[src/rtl/ipv4_packet_assembler_if.sv]
// Packet output stream: one 32-bit word per valid/ready handshake, last marks the payload word.
interface ipv4_packet_assembler_if;
    logic [31:0] out_word;
    logic        out_valid;
    logic        out_ready;
    logic        out_last;

    modport master (output out_word, output out_valid, output out_last, input out_ready);
    modport slave  (input out_word, input out_valid, input out_last, output out_ready);
endinterface

[src/rtl/ipv4_packet_assembler.sv]
// Builds a six-word IPv4 packet (20-byte header plus one payload word) and streams it out.
// Define IPV4_TX_CHKSUM_EN to compute the header checksum; otherwise the field is sent as zero.
module ipv4_packet_assembler #(
    parameter logic [7:0] TTL_DEFAULT = 8'd64
) (
    input  logic        clk,
    input  logic        reset,
    input  logic        start,
    input  logic [7:0]  type_of_svc,
    input  logic [15:0] packet_identification,
    input  logic [2:0]  flags,
    input  logic [12:0] fragment_offset,
    input  logic [7:0]  time_to_live,
    input  logic [7:0]  protocol,
    input  logic [31:0] source_ip_address,
    input  logic [31:0] destination_ip_address,
    input  logic [31:0] data,
    ipv4_packet_assembler_if.master tx,
    output logic        busy,
    output logic [15:0] header_chksum
);
    localparam logic [1:0] IDLE   = 2'd0;
`ifdef IPV4_TX_CHKSUM_EN
    localparam logic [1:0] CHKSUM = 2'd1;
`endif
    localparam logic [1:0] SEND   = 2'd2;
`ifdef IPV4_TX_CHKSUM_EN
    localparam logic [1:0] FIRST  = CHKSUM;
`else
    localparam logic [1:0] FIRST  = SEND;
`endif

    logic [1:0]  state_q;
    logic [2:0]  idx_q;
    logic [7:0]  tos_q;
    logic [15:0] id_q;
    logic [2:0]  flags_q;
    logic [12:0] offset_q;
    logic [7:0]  ttl_q;
    logic [7:0]  proto_q;
    logic [31:0] src_q;
    logic [31:0] dst_q;
    logic [31:0] data_q;
    logic [31:0] hdr_word;
    logic        accept;

    // Word selected by idx_q with the checksum field left at zero; shared by summing and sending.
    always_comb begin
        hdr_word = 32'h0;
        case (idx_q)
            3'd0:    hdr_word = {4'd4, 4'd5, tos_q, 16'd24};
            3'd1:    hdr_word = {id_q, flags_q, offset_q};
            3'd2:    hdr_word = {ttl_q, proto_q, 16'h0000};
            3'd3:    hdr_word = src_q;
            3'd4:    hdr_word = dst_q;
            3'd5:    hdr_word = data_q;
            default: hdr_word = 32'h0;
        endcase
    end

    assign tx.out_valid = (state_q == SEND);
    assign tx.out_last  = (state_q == SEND) && (idx_q == 3'd5);
    assign tx.out_word  = (state_q != SEND) ? 32'h0 :
                          (idx_q == 3'd2)   ? (hdr_word | {16'h0000, header_chksum}) : hdr_word;
    assign busy         = (state_q != IDLE);
    assign accept       = tx.out_valid && tx.out_ready;

`ifdef IPV4_TX_CHKSUM_EN
    logic [19:0] acc_q;
    logic [19:0] acc_sum;
    logic [16:0] fold1;
    logic [15:0] fold2;
    logic [15:0] chk_q;

    assign acc_sum = acc_q + {4'h0, hdr_word[31:16]} + {4'h0, hdr_word[15:0]};
    // Two end-around folds are enough: the first leaves at most one carry bit.
    assign fold1   = {1'b0, acc_sum[15:0]} + {13'h0, acc_sum[19:16]};
    assign fold2   = fold1[15:0] + {15'h0, fold1[16]};
    assign header_chksum = chk_q;

    always_ff @(posedge clk or negedge reset) begin
        if (!reset) begin
            acc_q <= 20'h0;
            chk_q <= 16'h0;
        end else if (state_q == IDLE && start) begin
            acc_q <= 20'h0;
        end else if (state_q == CHKSUM) begin
            acc_q <= acc_sum;
            if (idx_q == 3'd4) chk_q <= ~fold2;
        end
    end
`else
    assign header_chksum = 16'h0000;
`endif

    always_ff @(posedge clk or negedge reset) begin
        if (!reset) begin
            state_q  <= IDLE;
            idx_q    <= 3'd0;
            tos_q    <= 8'h0;
            id_q     <= 16'h0;
            flags_q  <= 3'h0;
            offset_q <= 13'h0;
            ttl_q    <= 8'h0;
            proto_q  <= 8'h0;
            src_q    <= 32'h0;
            dst_q    <= 32'h0;
            data_q   <= 32'h0;
        end else begin
            case (state_q)
                IDLE: begin
                    if (start) begin
                        tos_q    <= type_of_svc;
                        id_q     <= packet_identification;
                        flags_q  <= flags;
                        offset_q <= fragment_offset;
                        ttl_q    <= (time_to_live == 8'd0) ? TTL_DEFAULT : time_to_live;
                        proto_q  <= protocol;
                        src_q    <= source_ip_address;
                        dst_q    <= destination_ip_address;
                        data_q   <= data;
                        idx_q    <= 3'd0;
                        state_q  <= FIRST;
                    end
                end
`ifdef IPV4_TX_CHKSUM_EN
                CHKSUM: begin
                    if (idx_q == 3'd4) begin
                        idx_q   <= 3'd0;
                        state_q <= SEND;
                    end else begin
                        idx_q <= idx_q + 3'd1;
                    end
                end
`endif
                SEND: begin
                    if (accept) begin
                        if (idx_q == 3'd5) begin
                            idx_q   <= 3'd0;
                            state_q <= IDLE;
                        end else begin
                            idx_q <= idx_q + 3'd1;
                        end
                    end
                end
                default: state_q <= IDLE;
            endcase
        end
    end
endmodule

[src/flat_wrapper.sv]
// flat-port wrapper written by rule: the top's interface ports become plain ports
module ipv4_packet_assembler_flat 
#(
    parameter logic [7:0] TTL_DEFAULT = 8'd64
)
  (clk, reset, start, type_of_svc, packet_identification, flags, fragment_offset, time_to_live, protocol, source_ip_address, destination_ip_address, data, busy, header_chksum, tx_out_word, tx_out_valid, tx_out_last, tx_out_ready);
  ipv4_packet_assembler_if tx_i ();
  input  logic clk;
  input  logic reset;
  input  logic start;
  input  logic [7:0] type_of_svc;
  input  logic [15:0] packet_identification;
  input  logic [2:0] flags;
  input  logic [12:0] fragment_offset;
  input  logic [7:0] time_to_live;
  input  logic [7:0] protocol;
  input  logic [31:0] source_ip_address;
  input  logic [31:0] destination_ip_address;
  input  logic [31:0] data;
  output logic busy;
  output logic [15:0] header_chksum;
  output wire logic [$bits(tx_i.out_word)-1:0] tx_out_word;
  output wire logic [$bits(tx_i.out_valid)-1:0] tx_out_valid;
  output wire logic [$bits(tx_i.out_last)-1:0] tx_out_last;
  input wire logic [$bits(tx_i.out_ready)-1:0] tx_out_ready;
  assign tx_out_word = tx_i.out_word;
  assign tx_out_valid = tx_i.out_valid;
  assign tx_out_last = tx_i.out_last;
  assign tx_i.out_ready = tx_out_ready;
  ipv4_packet_assembler #(.TTL_DEFAULT(TTL_DEFAULT)) u_core (.clk(clk), .reset(reset), .start(start), .type_of_svc(type_of_svc), .packet_identification(packet_identification), .flags(flags), .fragment_offset(fragment_offset), .time_to_live(time_to_live), .protocol(protocol), .source_ip_address(source_ip_address), .destination_ip_address(destination_ip_address), .data(data), .tx(tx_i), .busy(busy), .header_chksum(header_chksum));
endmodule
[config.mk]
export PLATFORM = sky130hd
export DESIGN_NAME = ipv4_packet_assembler_flat
export DESIGN_NICKNAME = d
export VERILOG_FILES = /design/src/rtl/ipv4_packet_assembler_if.sv /design/src/rtl/ipv4_packet_assembler.sv /design/src/flat_wrapper.sv
export SDC_FILE = /design/constraint.sdc
export NUM_CORES = 1
export LEC_CHECK = 0
export BUFFER_PORTS_ARGS = -buffer_cell sky130_fd_sc_hd__buf_2
export CAP_MARGIN = 20
export CORE_MARGIN = 8
export CORE_UTILIZATION = 53
export DETAILED_ROUTE_END_ITERATION = 10
export HOLD_SLACK_MARGIN = 0.15
export PLACE_DENSITY = 0.77
export RECOVER_POWER = 100
export SLEW_MARGIN = 20
export SYNTH_ARGS = -nofsm -noshare
export SYNTH_HDL_FRONTEND = slang
export SYNTH_SLANG_ARGS = --single-unit
[constraint.sdc]
create_clock -name clk -period 3.15 [get_ports clk]
set_clock_uncertainty 0.05 [all_clocks]
set_input_delay 0.63 -clock clk [delete_from_list [all_inputs] [get_ports clk]]
set_output_delay 0.63 -clock clk [all_outputs]
set_load 0.02 [all_outputs]
# ---- Word level (Yosys, flattened, before mapping)
# Cells that the tools add are included.
dict set report totals {
  elab_cells 43
  output_inout_bits 51
  in_bits 156
  register_bits 157
}
dict set report op_classes {
  reduce_logical 10
  n_addsub 1
  muxes 11
  eq_ne 10
}
# operator count
set ops {}
lappend ops {{$pmux 32 s6} 1}
lappend ops {{$mux 32} 1}
lappend ops {{$mux 3} 3}
lappend ops {{$logic_not 8->1} 1}
lappend ops {{$mux 8} 1}
lappend ops {{$ne 2x2->1 const B} 4}
lappend ops {{$eq 3x2->1 const B} 2}
lappend ops {{$eq 3x3->1 const B} 2}
lappend ops {{$mux 2} 3}
lappend ops {{$pmux 3 s2} 1}
lappend ops {{$reduce_and 3->1} 2}
lappend ops {{$pmux 2 s2} 1}
lappend ops {{$reduce_bool 2->1} 2}
lappend ops {{$add 3x1->3 const B} 1}
lappend ops {{$eq 3x1->1 const B} 1}
lappend ops {{$logic_not 3->1} 1}
lappend ops {{$eq 2x2->1 const B} 1}
lappend ops {{$logic_and 1x1->1} 2}
lappend ops {{$logic_not 2->1} 1}
lappend ops {{$reduce_and 2->1} 1}

# ---- Longest topological paths before layout
dict set report logic_depth {
  depth_word 4
  depth_mapped 8
  mapped_depth_nobuf 4
}

# ---- Worst setup path after synthesis
# No wires, ideal clock.
dict set report synth_path {
  path_kind {reg-to-output}
  start {reg u_core.idx_q[0]}
  end {out tx_out_word[16]}
  path_buffers 4
  path_stages_with_launch 9
  setup_slack_ns 0.547
  arrival_ns 1.923
  t_required_ns 2.470
  path_cell_list {dfrtp_1 buf_4 buf_4 buf_2 and2_1 ha_1 clkbuf_1 a22oi_1 a21oi_1}
}
dict set report synth_between {
  elab_chain_cells 3
  elab_cells_between_ends 8
  classes_between {eq/ne (5); mux (2); reduce/logical (1)}
}
# element line
set synth_lines {}
lappend synth_lines {{start: declaration} ipv4_packet_assembler.sv:34} ;# logic [2:0] idx_q;
lappend synth_lines {{start signal: assignment} ipv4_packet_assembler.sv:142} ;# idx_q <= idx_q + 3'd1;
lappend synth_lines {{$eq 3x3->1, or another cell as far along} ipv4_packet_assembler.sv:50} ;# case (idx_q)
lappend synth_lines {{$pmux 32 s6 *} ipv4_packet_assembler.sv:50}
lappend synth_lines {{$mux 32 *} ipv4_packet_assembler.sv:63} ;# assign tx.out_word = (state_q != SEND) ? 32'h0 :
lappend synth_lines {{end: declaration} flat_wrapper.sv:22} ;# output wire logic [$bits(tx_i.out_word)-1:0] tx_out_word;
# Every way passes the cells marked *; elsewhere a longest branch is shown, timed or not.

# ---- Worst setup path after layout
dict set report layout_path {
  start {reg u_core.idx_q[1]}
  end {out tx_out_word[12]}
}
# The elaborated chain is that of the path after synthesis.

==> out/summary.log <==
[grt] number of global-route vias before repair 5,585
[sta] final-report hold violation count 0
[sta] post-layout min period 3.01 ns
[worst_setup_path] CP Launch Type register
[route] DRT Pass-1 Iters 7
[sta] achievable frequency 332 MHz
[clock_tree] number of gates resized after CTS 0
[worst_setup_path] endpoint class of the critical path output port
[clock_tree] TritonCTS buffer count 17
[clock_tree] clock latency on the worst-skew pair 0.41 ns
[layout] share of final-layout standard cells stronger than drive strength 1 36.3%
[layout] area of the multi-input gates 3060 um2
[logic_synthesis] sequential fraction of the synthesis area 51.6%
[layout] area of all placed cells without fillers 8870 um2
[logic_synthesis] Mean Syn Cell Area 14.4 um2
[layout] commonest cells after routing, fill and taps aside sky130_fd_sc_hd__buf_2 (160), sky130_fd_sc_hd__dfrtp_1 (155), sky130_fd_sc_hd__mux2_1 (149), sky130_fd_sc_hd__clkbuf_2 (25)
[logic_synthesis] library cells used by synthesis 38
[logic_synthesis] post-synthesis sequential element count 156
[power_and_ir_drop] Leak 4.19 nW
[power_and_ir_drop] Power Total 8.99 mW
[sta] sum of negative setup slack 0 ns
[worst_setup_path] end of the worst register-to-register path u_core.src_q[16]
[layout] number of fillers in the final layout 1,120
[logic_synthesis] Mapped Area 7570 um2
[grt] antenna violations before repair 2
[clock_tree] clock-pin slew on the worst setup and hold paths 0.06 ns
[layout] area growth from synthesis to layout 17.2%
[route] average wire length per cell after detail routing 20.9 um
[worst_setup_path] source of the worst register-to-register timing path u_core.state_q[1]
[die] Die Span Y 135 um
[worst_setup_path] data arrival time of the critical path 2.33 ns
[layout] total area of sequential cells 3910 um2
[sta] worst hold slack 0.377 ns
[worst_setup_path] number of cell instances on the worst register-to-register path 3
[worst_setup_path] r2r setup slk 0.40 ns
[worst_setup_path] Critical Path Fanout Max 16
[power_and_ir_drop] Max VDD drop 0.554 mV
[logic_synthesis] Cells after Synth 525
[placement] total placed cells including tap cells 870
[clock_tree] buffer depth of the longest clock path 2
[outcome] failing checks max-capacitance violations, max-slew violations
[outcome] status complete, but fails checks
[power_and_ir_drop] Pwr per Cell Area 1010 nW/um2
[die] I/O pin count 207
[die] full die area 18,400 um2
[sta] transition time at the pin with the least slew margin 1.91 ns
[placement] placer congestion estimate 0.796
[logic_synthesis] proportion of synthesized area in mux cells 31.2%
[placement] count of port buffers added during placement 190
[worst_setup_path] critical path required time 2.47 ns
[sta] worst slew margin relative to its limit -27.2%
[route] Routed Wire Length 18,800 um
[route] via total after detailed routing 5,105
[logic_synthesis] area fraction in and, or, nand and nor cells after synthesis 4.25%
[clock_tree] master cell of the clock root buffer sky130_fd_sc_hd__clkbuf_16
[grt] all-layer global routing usage 21.0%
[route] routed via count divided by cell count 5.65
[clock_tree] CTS tree built
[logic_synthesis] Synth Area in Compound Gates 6.93%
[clock_tree] Sinks on Clock Net 156
[sta] unrepaired setup endpoints after global routing false
[route] DRC Markers 0
[grt] first-pass GRT wire length 29,700 um
[logic_synthesis] area share of xor/xnor cells in the synthesized design 0%
[clock_tree] post-CTS setup-driven buffer insertion count 0
[sta] pins over their slew limit 80
[layout] non-filler cells in the finished layout 903
[die] initial cell density of the core 54.3%
[placement] placed wire-length estimate after detailed placement 13,700 um
[logic_synthesis] count of yosys warnings during synthesis 0
[job] max-cap viol count 1
[die] Std-Cell Core Area 13,900 um2
[clock_tree] quantity of hold-fixing buffers added after cts 0
[sta] Finish-stage setup viols 0
[worst_hold_path] worst hold path type in2reg
[logic_synthesis] combinational family with the most area after synthesis multiplexers
[route] count of nets left with antenna violations after detail routing 0
[worst_setup_path] capturing element of the worst setup path tx_out_word[12]
[layout] total number of nets in the final design 866
[layout] most frequent standard cell in the layout excluding fill and tap cells sky130_fd_sc_hd__buf_2
[clock_tree] H-Tree Level Count 4
[worst_setup_path] Crit Path Category reg2out
[grt] pin count of the biggest net entering global routing 80
[die] site row count 43
[logic_synthesis] post-synthesis share of cell area spent on full adders, half adders and majority gates 0.165%
[grt] remaining global-route overflow 0
[route] DRC marker count from the first detailed-route iteration 466
[sta] final clock period utilization by the worst path 95.6%
[die] Die Width 135 um
[placement] DP Area 8560 um2
[worst_setup_path] Critical Path Source u_core.idx_q[1]
registers in the layout, summed over array words and instances (netlist names):
| name | flops |
|---|---|
| u_core.flags_q | 3 |
| u_core.state_q | 1 |
| u_core.idx_q | 3 |
| u_core.offset_q | 13 |
| u_core.src_q | 32 |
| u_core.tos_q | 8 |
| u_core.proto_q | 8 |
| u_core.ttl_q | 8 |
| u_core.dst_q | 32 |
| u_core.id_q | 16 |
| u_core.data_q | 32 |
stage by stage:
step | util [%] | setup WS, ns
floorplan | - | 0.547
global placement | 61.4 | 0.687
detailed placement | 61.4 | 0.608
CTS | 65.7 | 0.146
global route | 63.6 | 0.0350
finish | 63.6 | 0.139
power breakdown:
group | switching, mW | internal (mW)
clock | 0.762 | 1.30
sequential | 0.576 | 2.99
combinational | 1.80 | 1.57
area by class of cell:
cell class	instances	share of cell area [%]
diodes	2	0.0564
well taps	180	2.54
inverters	2	0.0847
clock inverters	7	1.27
repair buffers	206	12.1
multi-input cells	326	34.5
flip-flops and latches	156	44.0
clock buffers	24	5.43
worst min path at each step:
| stage | from | to | slack [ns] | cells after the start |
|---|---|---|---|---|
| finish | data[6] | u_core.data_q[6] | 0.38 | 2 |
| global route | destination_ip_address[18] | u_core.dst_q[18] | 0.37 | 2 |
| CTS | reset | u_core.dst_q[19] | 0.20 | 1 |
| detailed placement | u_core.data_q[3] | u_core.data_q[3] | 0.42 | 1 |
| global placement | u_core.tos_q[1] | u_core.tos_q[1] | 0.41 | 1 |
| floorplan | reset | u_core.data_q[0] | 0.28 | 0 |
routing by layer:
metal	vias to the layer above	GRT usage (%)	wire, um
met5	-	0	0
met4	0	8.95	255
met3	20	6.31	1520
met2	222	34.1	9480
met1	2588	25.6	7600
li1	2275	-	-
synth_stat cells (all sizes together):
cell / instances / share of area, %
o21ai: 5 / 0.33
inv: 2 / 0.099
o31ai: 1 / 0.099
mux2i: 2 / 0.26
nand3b: 12 / 1.2
and3: 1 / 0.083
ha: 1 / 0.17
nor3b: 3 / 0.50
nand2b: 3 / 0.25
a21o: 6 / 0.60
nor2b: 2 / 0.17
nor3: 1 / 0.066
nor2: 21 / 1.0
and2: 2 / 0.17
a211o: 1 / 0.12
clkbuf: 9 / 0.45
a21oi: 14 / 0.93
nor4: 1 / 0.083
mux2: 176 / 30
nand4: 1 / 0.083
mux4: 3 / 0.89
a222oi: 21 / 2.8
dfrtp: 156 / 52
a22oi: 16 / 1.6
a31oi: 6 / 0.50
buf: 47 / 5.2
conb: 1 / 0.050
nand2: 9 / 0.45
and3b: 1 / 0.12
nand3: 1 / 0.066
kinds of logic (layout without fill, tap and decap cells):
group           after synthesis  count (layout)
flops                       156             156
simple gates                 58              58
compound gates               70              70
fa+ha+maj                     1               1
buf+inv                      58             239
mux                         181             181
other cells                   1              18
critical path, cell delays in order, from the launching register on:
cell and delay [ns]:
sky130_fd_sc_hd__dfrtp_1 0.58, sky130_fd_sc_hd__inv_2 0.19, sky130_fd_sc_hd__o21ai_4 0.58, sky130_fd_sc_hd__clkbuf_2 0.32, sky130_fd_sc_hd__nor2_1 0.08, sky130_fd_sc_hd__clkbuf_2 0.16
Note: power is estimated with default switching activity, not from simulation.
